==> config.mk <==
export PLATFORM = sky130hd
export DESIGN_NAME = multicycle_control_unit_flat
export DESIGN_NICKNAME = d
export VERILOG_FILES = /design/src/rtl/multicycle_control_unit_if.sv /design/src/rtl/multicycle_control_unit.sv /design/src/flat_wrapper.sv
export SDC_FILE = /design/constraint.sdc
export NUM_CORES = 1
export LEC_CHECK = 0
export CAP_MARGIN = 20
export CORE_AREA = 2 2 47 49
export CTS_CLUSTER_DIAMETER = 150
export DETAILED_ROUTE_END_ITERATION = 12
export DIE_AREA = 0 0 49 51
export GPL_TIMING_DRIVEN = 0
export PLACE_DENSITY = 0.85
export RECOVER_POWER = 25
export SETUP_SLACK_MARGIN = 0.3
export SLEW_MARGIN = 10
export SYNTH_ARGS = -nofsm -noshare
export SYNTH_HDL_FRONTEND = slang
export SYNTH_SLANG_ARGS = --single-unit
==> constraint.sdc <==
create_clock -name clk -period 3.8 [get_ports clk]
set_input_delay 1.14 -clock clk [delete_from_list [all_inputs] [get_ports clk]]
set_output_delay 1.14 -clock clk [all_outputs]
set_load 0.02 [all_outputs]
==> src/rtl/multicycle_control_unit_if.sv <==
// Handshake and control bundle between the multicycle control unit and its datapath/memory.
// The master side is the control unit; the slave side is the datapath that obeys it.
interface multicycle_control_unit_if #(
   parameter int unsigned OPCODE_W = 3
);
   logic [OPCODE_W-1:0] opcode;
   logic                zero;
   logic                mem_ready;
   logic                resume;

   logic                RegWrite;
   logic                MemWrite;
   logic                MemRead;
   logic                ALUSrc;
   logic                RegWriteSrc;
   logic                IRWrite;
   logic                PCWrite;
   logic [1:0]          PCSrc;

   logic                halted;
   logic                mem_fault;
   logic                illegal_op;
   logic                instr_done;
   logic [2:0]          state;

   modport master (
      input  opcode, zero, mem_ready, resume,
      output RegWrite, MemWrite, MemRead, ALUSrc, RegWriteSrc, IRWrite, PCWrite, PCSrc,
      output halted, mem_fault, illegal_op, instr_done, state
   );

   modport slave (
      output opcode, zero, mem_ready, resume,
      input  RegWrite, MemWrite, MemRead, ALUSrc, RegWriteSrc, IRWrite, PCWrite, PCSrc,
      input  halted, mem_fault, illegal_op, instr_done, state
   );
endinterface

==> src/rtl/multicycle_control_unit.sv <==
// Multicycle CPU control FSM: FETCH/DECODE/EXEC/MEM/WB/HALT with a memory wait-timeout
// that parks the machine in HALT with a sticky fault until resumed.
module multicycle_control_unit #(
   parameter int unsigned OPCODE_W = 3,
   parameter int unsigned TIMEOUT  = 15
) (
   input logic                       clk,
   input logic                       rst,
   multicycle_control_unit_if.master bus
);

   localparam logic [2:0] StFetch  = 3'd0;
   localparam logic [2:0] StDecode = 3'd1;
   localparam logic [2:0] StExec   = 3'd2;
   localparam logic [2:0] StMem    = 3'd3;
   localparam logic [2:0] StWb     = 3'd4;
   localparam logic [2:0] StHalt   = 3'd5;

   localparam logic [2:0] OpAlu    = 3'd0;
   localparam logic [2:0] OpLoad   = 3'd1;
   localparam logic [2:0] OpStore  = 3'd2;
   localparam logic [2:0] OpAluImm = 3'd3;
   localparam logic [2:0] OpBeqz   = 3'd4;
   localparam logic [2:0] OpJump   = 3'd5;
   localparam logic [2:0] OpNop    = 3'd6;
   localparam logic [2:0] OpHalt   = 3'd7;

   // The wait that would be the TIMEOUT-th consecutive one is the last one tolerated.
   localparam logic [7:0] WaitLast = 8'(TIMEOUT - 1);

   logic [2:0]          state_q, state_d;
   logic [OPCODE_W-1:0] op_q, op_d;
   logic [7:0]          wait_cnt_q, wait_cnt_d;
   logic                mem_fault_q, mem_fault_d;

   logic [31:0] op_ext;
   logic        op_illegal;
   logic [2:0]  op_kind;
   logic        wait_expired;
   logic        in_wait_state;

   logic       reg_write, mem_write, mem_read, alu_src, reg_write_src, ir_write, pc_write;
   logic [1:0] pc_src;
   logic       halted, illegal_op, instr_done;

   // Opcodes beyond the eight defined ones behave as NOP but are flagged.
   always_comb begin
      op_ext     = 32'(op_q);
      op_illegal = op_ext > 32'd7;
      op_kind    = op_illegal ? OpNop : op_ext[2:0];
   end

   always_comb begin
      in_wait_state = (state_q == StFetch) || (state_q == StMem);
      wait_expired  = (wait_cnt_q == WaitLast) && !bus.mem_ready;
   end

   always_comb begin
      state_d       = state_q;
      op_d          = op_q;
      mem_fault_d   = mem_fault_q;
      reg_write     = 1'b0;
      mem_write     = 1'b0;
      mem_read      = 1'b0;
      alu_src       = 1'b0;
      reg_write_src = 1'b0;
      ir_write      = 1'b0;
      pc_write      = 1'b0;
      pc_src        = 2'b00;
      halted        = 1'b0;
      illegal_op    = 1'b0;
      instr_done    = 1'b0;

      case (state_q)
         StFetch: begin
            mem_read = 1'b1;
            if (bus.mem_ready) begin
               ir_write = 1'b1;
               pc_write = 1'b1;
               state_d  = StDecode;
            end else if (wait_expired) begin
               mem_fault_d = 1'b1;
               state_d     = StHalt;
            end
         end

         StDecode: begin
            op_d    = bus.opcode;
            state_d = StExec;
         end

         StExec: begin
            illegal_op = op_illegal;
            case (op_kind)
               OpAlu: begin
                  state_d = StWb;
               end
               OpAluImm: begin
                  alu_src = 1'b1;
                  state_d = StWb;
               end
               OpLoad, OpStore: begin
                  alu_src = 1'b1;
                  state_d = StMem;
               end
               OpBeqz: begin
                  pc_src     = 2'b01;
                  pc_write   = bus.zero;
                  instr_done = 1'b1;
                  state_d    = StFetch;
               end
               OpJump: begin
                  pc_src     = 2'b10;
                  pc_write   = 1'b1;
                  instr_done = 1'b1;
                  state_d    = StFetch;
               end
               OpHalt: begin
                  instr_done = 1'b1;
                  state_d    = StHalt;
               end
               default: begin
                  instr_done = 1'b1;
                  state_d    = StFetch;
               end
            endcase
         end

         StMem: begin
            if (op_kind == OpLoad) begin
               mem_read = 1'b1;
               alu_src  = 1'b1;
               if (bus.mem_ready) begin
                  state_d = StWb;
               end else if (wait_expired) begin
                  mem_fault_d = 1'b1;
                  state_d     = StHalt;
               end
            end else if (op_kind == OpStore) begin
               mem_write = 1'b1;
               alu_src   = 1'b1;
               if (bus.mem_ready) begin
                  instr_done = 1'b1;
                  state_d    = StFetch;
               end else if (wait_expired) begin
                  mem_fault_d = 1'b1;
                  state_d     = StHalt;
               end
            end else begin
               state_d = StFetch;
            end
         end

         StWb: begin
            reg_write     = 1'b1;
            reg_write_src = (op_kind == OpLoad);
            alu_src       = (op_kind == OpLoad) || (op_kind == OpAluImm);
            instr_done    = 1'b1;
            state_d       = StFetch;
         end

         StHalt: begin
            halted = 1'b1;
            if (bus.resume) begin
               mem_fault_d = 1'b0;
               state_d     = StFetch;
            end
         end

         default: begin
            state_d = StFetch;
         end
      endcase
   end

   // Counts consecutive unanswered cycles; any state change or handshake restarts it.
   always_comb begin
      if ((state_d != state_q) || bus.mem_ready || !in_wait_state) begin
         wait_cnt_d = 8'd0;
      end else begin
         wait_cnt_d = wait_cnt_q + 8'd1;
      end
   end

   always_ff @(posedge clk) begin
      if (rst) begin
         state_q     <= StFetch;
         op_q        <= '0;
         wait_cnt_q  <= 8'd0;
         mem_fault_q <= 1'b0;
      end else begin
         state_q     <= state_d;
         op_q        <= op_d;
         wait_cnt_q  <= wait_cnt_d;
         mem_fault_q <= mem_fault_d;
      end
   end

   // Strobes are held low while reset is asserted so an aborted access cannot write.
   assign bus.RegWrite    = reg_write & ~rst;
   assign bus.MemWrite    = mem_write & ~rst;
   assign bus.MemRead     = mem_read & ~rst;
   assign bus.ALUSrc      = alu_src & ~rst;
   assign bus.RegWriteSrc = reg_write_src & ~rst;
   assign bus.IRWrite     = ir_write & ~rst;
   assign bus.PCWrite     = pc_write & ~rst;
   assign bus.PCSrc       = rst ? 2'b00 : pc_src;
   assign bus.halted      = halted & ~rst;
   assign bus.illegal_op  = illegal_op & ~rst;
   assign bus.instr_done  = instr_done & ~rst;
   assign bus.mem_fault   = mem_fault_q;
   assign bus.state       = state_q;

endmodule

==> src/flat_wrapper.sv <==
// flat-port wrapper written by rule: the top's interface ports become plain ports
module multicycle_control_unit_flat 
#(
   parameter int unsigned OPCODE_W = 3,
   parameter int unsigned TIMEOUT  = 15
)
  (clk, rst, bus_opcode, bus_zero, bus_mem_ready, bus_resume, bus_RegWrite, bus_MemWrite, bus_MemRead, bus_ALUSrc, bus_RegWriteSrc, bus_IRWrite, bus_PCWrite, bus_PCSrc, bus_halted, bus_mem_fault, bus_illegal_op, bus_instr_done, bus_state);
  multicycle_control_unit_if #(.OPCODE_W(OPCODE_W)) bus_i ();
  input logic clk;
  input logic rst;
  input wire logic [$bits(bus_i.opcode)-1:0] bus_opcode;
  input wire logic [$bits(bus_i.zero)-1:0] bus_zero;
  input wire logic [$bits(bus_i.mem_ready)-1:0] bus_mem_ready;
  input wire logic [$bits(bus_i.resume)-1:0] bus_resume;
  output wire logic [$bits(bus_i.RegWrite)-1:0] bus_RegWrite;
  output wire logic [$bits(bus_i.MemWrite)-1:0] bus_MemWrite;
  output wire logic [$bits(bus_i.MemRead)-1:0] bus_MemRead;
  output wire logic [$bits(bus_i.ALUSrc)-1:0] bus_ALUSrc;
  output wire logic [$bits(bus_i.RegWriteSrc)-1:0] bus_RegWriteSrc;
  output wire logic [$bits(bus_i.IRWrite)-1:0] bus_IRWrite;
  output wire logic [$bits(bus_i.PCWrite)-1:0] bus_PCWrite;
  output wire logic [$bits(bus_i.PCSrc)-1:0] bus_PCSrc;
  output wire logic [$bits(bus_i.halted)-1:0] bus_halted;
  output wire logic [$bits(bus_i.mem_fault)-1:0] bus_mem_fault;
  output wire logic [$bits(bus_i.illegal_op)-1:0] bus_illegal_op;
  output wire logic [$bits(bus_i.instr_done)-1:0] bus_instr_done;
  output wire logic [$bits(bus_i.state)-1:0] bus_state;
  assign bus_i.opcode = bus_opcode;
  assign bus_i.zero = bus_zero;
  assign bus_i.mem_ready = bus_mem_ready;
  assign bus_i.resume = bus_resume;
  assign bus_RegWrite = bus_i.RegWrite;
  assign bus_MemWrite = bus_i.MemWrite;
  assign bus_MemRead = bus_i.MemRead;
  assign bus_ALUSrc = bus_i.ALUSrc;
  assign bus_RegWriteSrc = bus_i.RegWriteSrc;
  assign bus_IRWrite = bus_i.IRWrite;
  assign bus_PCWrite = bus_i.PCWrite;
  assign bus_PCSrc = bus_i.PCSrc;
  assign bus_halted = bus_i.halted;
  assign bus_mem_fault = bus_i.mem_fault;
  assign bus_illegal_op = bus_i.illegal_op;
  assign bus_instr_done = bus_i.instr_done;
  assign bus_state = bus_i.state;
  multicycle_control_unit #(.OPCODE_W(OPCODE_W), .TIMEOUT(TIMEOUT)) u_core (.clk(clk), .rst(rst), .bus(bus_i));
endmodule
Word-level counts from Yosys, hierarchy flattened. Index checks and enable logic that the tools add are counted.

Bits in registers: 15. Logic and storage cells: 83. Output and inout port bits: 16. Input bits: 8.

Bitwise logic cells: 10. Eq/ne operators: 15. Reduce and logical (&&, ||, !) cells: 16. Multiplexer cells: 37. Add/sub/neg operators: 1.

Operators by type and width (count): $mux 3 (7); $mux 1 (19); $eq 3x3->1 const B (5); $pmux 3 s5 (1); $eq 3x2->1 const B (4); $and 1x1->1 (9); $pmux 1 s3 (3); $pmux 3 s3 (1); $add 8x1->8 const B (1); $eq 8x4->1 const B (1); $eq 3x1->1 const B (2); $logic_not 3->1 (2); $pmux 1 s2 (3); $reduce_or 2->1 (3); $logic_or 1x1->1 (4); $mux 2 (2); $pmux 2 s2 (1); $reduce_or 4->1 (1); $ne 3x3->1 (1); $ne 3x3->1 const B (1); $reduce_and 3->1 (1); $reduce_bool 3->1 (1); $reduce_or 3->1 (1); $logic_not 1->1 (2); 3 further kinds (3).

Depth between registers and ports, before layout.
Word-level depth: 11. Depth in mapped cells: 6.

Worst setup path before layout. Ideal clock, no wire load.

Path type: input to output. From: input rst. To: output bus_PCWrite. Arrival: 1.952 ns. Required time: 2.660 ns. Path buffers: 0. Cell stages on the path: 3. Slack: 0.708 ns. Cell sequence: nor2_1 > and3_1 > o21bai_1.

Longest elaborated chain between the ends: 2.

RTL lines: start, declared (line flat_wrapper.sv:10) `input logic rst;`; $not 1->1 (line multicycle_control_unit.sv:206) `assign bus.PCWrite = pc_write & ~rst;`; $and 1x1->1 (line multicycle_control_unit.sv:206); end, declared (line flat_wrapper.sv:21) `output wire logic [$bits(bus_i.PCWrite)-1:0] bus_PCWrite;`.

No other way between the ends.

Final worst setup path.
From: input bus_mem_ready. To: output bus_instr_done.

Longest elaborated chain between the ends: 5.

RTL lines: start, declared (line flat_wrapper.sv:13) `input wire logic [$bits(bus_i.mem_ready)-1:0] bus_mem_ready;`; $mux 1 (line multicycle_control_unit.sv:142) `if (bus.mem_ready) begin`; $mux 1 (line multicycle_control_unit.sv:139) `end else if (op_kind == OpStore) begin`; $mux 1 (line multicycle_control_unit.sv:130) `if (op_kind == OpLoad) begin`; $pmux 1 s3 (line multicycle_control_unit.sv:74) `case (state_q)`; $and 1x1->1 (line multicycle_control_unit.sv:210) `assign bus.instr_done = instr_done & ~rst;`; end, declared (line flat_wrapper.sv:26) `output wire logic [$bits(bus_i.instr_done)-1:0] bus_instr_done;`.

No other way between the ends.

==> metrics.md <==
| Metric | Value |
|---|---|
| Die Ht | `51 µm` |
| Crit path to | `bus_instr_done` |
| Worst reg2reg path endpoint | `u_core.wait_cnt_q[2]$_SDFF_PP0_` |
| Via Count | `990` |
| CP max stage cell | `clkdlybuf4s25_1` |
| RR Startpoint | `u_core.wait_cnt_q[1]$_SDFF_PP0_` |
| Worst Clk Skew | `0.00939 ns` |
| Total chip power | `roughly 580 µW` |
| Nets | `about 160` |
| # DRC | `0` |
| CTS tree | `built` |
| Yosys cell types | `39` |
| # rows | `17` |
| Final min period | `3.54 ns` |
| Peak supply drop | `about 0.29 mV` |
| Final Hold Viols | `0` |
| First drt pass iteration count | `4` |
| Total global-route track usage | `19.4%` |
| Postcts setup bufs | `0` |
| Final count of pins violating max slew | `0` |
| Top-area cell type share of the netlist area | `around 31%` |
| CTS clk-pin slew, worst paths | `~0.090 ns` |
| H-tree Lvls | `1` |
| Total Routed Length | `2250 µm` |
| Critical Path End Type | `output port` |
| WP data required | `2.66 ns` |
| HPWL after DPL | `between 1500 and 2000 µm` |
| Crit Path Class | `input pin to output port` |
| Post-synthesis async set-or-reset flop share | `0%` |
| DRT iter0 DRCs | `40` |
| Main area contributors after synthesis | `dfxtp_1, nor2_1, nor3_1` |
| P per Cell Area | `470 mW/mm²` |
| Synthesized area per cell | `7.80 µm²` |
| Sequential area share after synthesis | `between 30% and 40%` |
| Synth Warn # | `0` |
| WL/cell | `12.7 µm` |
| Synth Flop Type | `dfxtp_1` |
| Worst-margin pin slew | `0.646 ns` |
| Fraction of layout cells with a size suffix above 1 | `8.00%` |
| Status | `finished clean` |
| Initial antenna violation count | `0` |
| RSZ-0062 raised after global routing | `yes` |
| Worst slew margin | `56.5%` |
| ANT nets after route | `0` |
| Post-route clock period utilization | `93.0%` |
| Initial Util | `between 40% and 50%` |
| # IOs | `24` |
| Vias in the first global route | `roughly 920` |
| Fillers | `200` |
| Dpl ws | `-0.254 ns` |
| Largest net degree at the start of global routing | `11` |
| Max cap viols | `0` |
| Synthesized instance count | `about 120` |
| Pleak | `0.000485 µW` |
| Root Buffer | `clkbuf_4` |
| Reg2reg path depth | `5` |
| Setup crit start | `bus_mem_ready` |
| Hold slack | `0.541 ns` |
| Area Growth Syn to Fin | `28.1%` |
| Core Box Area | `0.00206 mm²` |
| CP Max Fanout | `8` |
| Gr ovfl total | `0` |
| Sink Count | `15` |
| Worst path max stage delay | `0.39 ns` |
| Layout Cells excl Fill | `178` |
| GPL Wtd Cong | `slightly below 0.9` |
| Hold crit path type | `flip-flop to flip-flop` |
| CTS max path bufs | `2` |
| Crit-path cells | `clkdlybuf4s25_1, nand4b_1, mux2i_1, nand2_1, a21oi_1, dlygate4sd2_1` |
| Startpoint types | `input pin` |
| Global-route wire length before repair | `just under 4000 µm` |
| I/O Buffers | `22` |
| Fin worst setup slack | `0.265 ns` |
| Via/cell ratio | `5.56` |
| #FFs+latches synth | `15` |
| Reg2reg setup slack | `1.56 ns` |
| CTS buffer count | `3` |
| Synthesized Nets | `~130` |
| Worst EP arrival | `2.40 ns` |
| Clk_lat worst skew | `0.29 ns` |
| Placed insts | `174` |
| Number of enable flip-flop cells after synthesis | `0` |
| Total die area | `0.00250 mm²` |
| Antenna diodes | `0` |
| Die X | `between 40 and 50 µm` |
| Final setup viols | `0` |
| Maximum clock frequency | `283 MHz` |
| Syn Std Cell Area | `967 µm²` |
| Cell taking the most area after synthesis | `dfxtp_1` |
| Final core occ | `60.0%` |
worst min-delay path by stage:
| stage | cells past startpoint | start | to |
|---|---|---|---|
| 2_1_floorplan | 2 | u_core.wait_cnt_q[7]$_SDFF_PP0_ | u_core.wait_cnt_q[7]$_SDFF_PP0_ |
| 3_3_place_gp | 2 | u_core.wait_cnt_q[7]$_SDFF_PP0_ | u_core.wait_cnt_q[7]$_SDFF_PP0_ |
| 3_5_place_dp | 1 | u_core.wait_cnt_q[0]$_SDFF_PP0_ | u_core.wait_cnt_q[0]$_SDFF_PP0_ |
| 4_1_cts | 1 | u_core.wait_cnt_q[0]$_SDFF_PP0_ | u_core.wait_cnt_q[0]$_SDFF_PP0_ |
| 5_1_grt | 1 | u_core.wait_cnt_q[0]$_SDFF_PP0_ | u_core.wait_cnt_q[0]$_SDFF_PP0_ |
| 6_report | 1 | u_core.wait_cnt_q[0]$_SDFF_PP0_ | u_core.wait_cnt_q[0]$_SDFF_PP0_ |
timing repair:
item | in CTS | in global routing
setup endpoints to repair | 11 | 2
hold buffers | 0 | 0
gates resized for setup | 16 | 2
critical path: cells and delay by family:
family | cells | cell delay [ns]
mux | 1 | 0.15
simple gates | 2 | 0.21
compound gates | 1 | 0.15
buf+inv | 2 | 0.75
power breakdown:
part / switching (µW) / total (µW) / internal (µW)
combinational: 168 / 281 / 113
sequential: 28.2 / 206 / 178
clock: 53.8 / 94.6 / 40.8
registers in the layout, indices dropped and copies added, names as in the netlist:
name                  flops
u_core.bus.state          3
u_core.bus.mem_fault      1
u_core.wait_cnt_q         8
u_core.op_kind            3
cells by family after synthesis:
logic type      share of synthesized area [%]
other cells                             0.388
simple gates                             33.9
compound gates                           16.9
fa+ha+maj                                2.59
xor+xnor                                 6.34
buf+inv                                  5.69
flops                                    31.0
mux                                      3.10
routing by layer:
layer | global-route usage, % | vias to the layer above | part of all wire (%)
met2 | 32.9 | 30 | 48
met5 | 0 | - | 0
met4 | 6.19 | 0 | 1.0
met1 | 25.5 | 460 | 45
met3 | 2.92 | 4 | 6.0
li1 | - | 496 | -
cells in the final DEF, fill, tap and decap left out, types with 2 or more instances in the layout:
cell,netlist,final
inv_1,6,6
nand3_1,9,9
buf_2,2,2
nand2_1,7,7
dfxtp_1,15,15
clkbuf_4,0,3
nor3_1,12,12
nor4_1,3,4
dlygate4sd2_1,0,11
o21ai_0,3,3
o21a_1,2,2
ha_1,2,2
nand2b_1,2,2
clkdlybuf4s50_1,0,9
xnor2_1,2,2
nor2_1,17,16
a21oi_1,5,5
xor2_1,5,5
and3_1,2,2
nor2b_1,2,2
a22oi_1,2,2
clkbuf_1,4,5
mux2i_1,3,3
per-stage QoR:
| stage | cell area, µm² | setup TNS [ns] |
|---|---|---|
| 6_report | 1240 | 0 |
| 5_1_grt | 1240 | 0 |
| 4_1_cts | 1240 | 0 |
| 3_5_place_dp | 1220 | -0.884 |
| 3_3_place_gp | 1220 | -0.749 |
| 2_1_floorplan | 967 | 0 |
cell usage after synthesis (2+ instances only):
master     n
dfxtp_1   15
xnor2_1    2
inv_1      6
nand2_1    7
nor2b_1    2
nand2b_1   2
mux2i_1    3
nand3_1    9
nor2_1    17
nor4_1     3
o21a_1     2
buf_2      2
and3_1     2
xor2_1     5
a22oi_1    2
a21oi_1    5
clkbuf_1   4
nor3_1    12
ha_1       2
o21ai_0    3
area by class of cell:
| type | count | area, µm² | area share (%) |
|---|---|---|---|
| Multi-Input combinational cell | 96 | 613 | 49.5 |
| Buffer | 7 | 32.5 | 2.63 |
| Tap cell | 28 | 35.0 | 2.83 |
| Timing Repair Buffer | 22 | 209 | 16.9 |
| Inverter | 6 | 22.5 | 1.82 |
| Sequential cell | 15 | 300 | 24.2 |
| Clock buffer | 4 | 26.3 | 2.12 |
No activity file was read; power rests on OpenSTA's default activity.
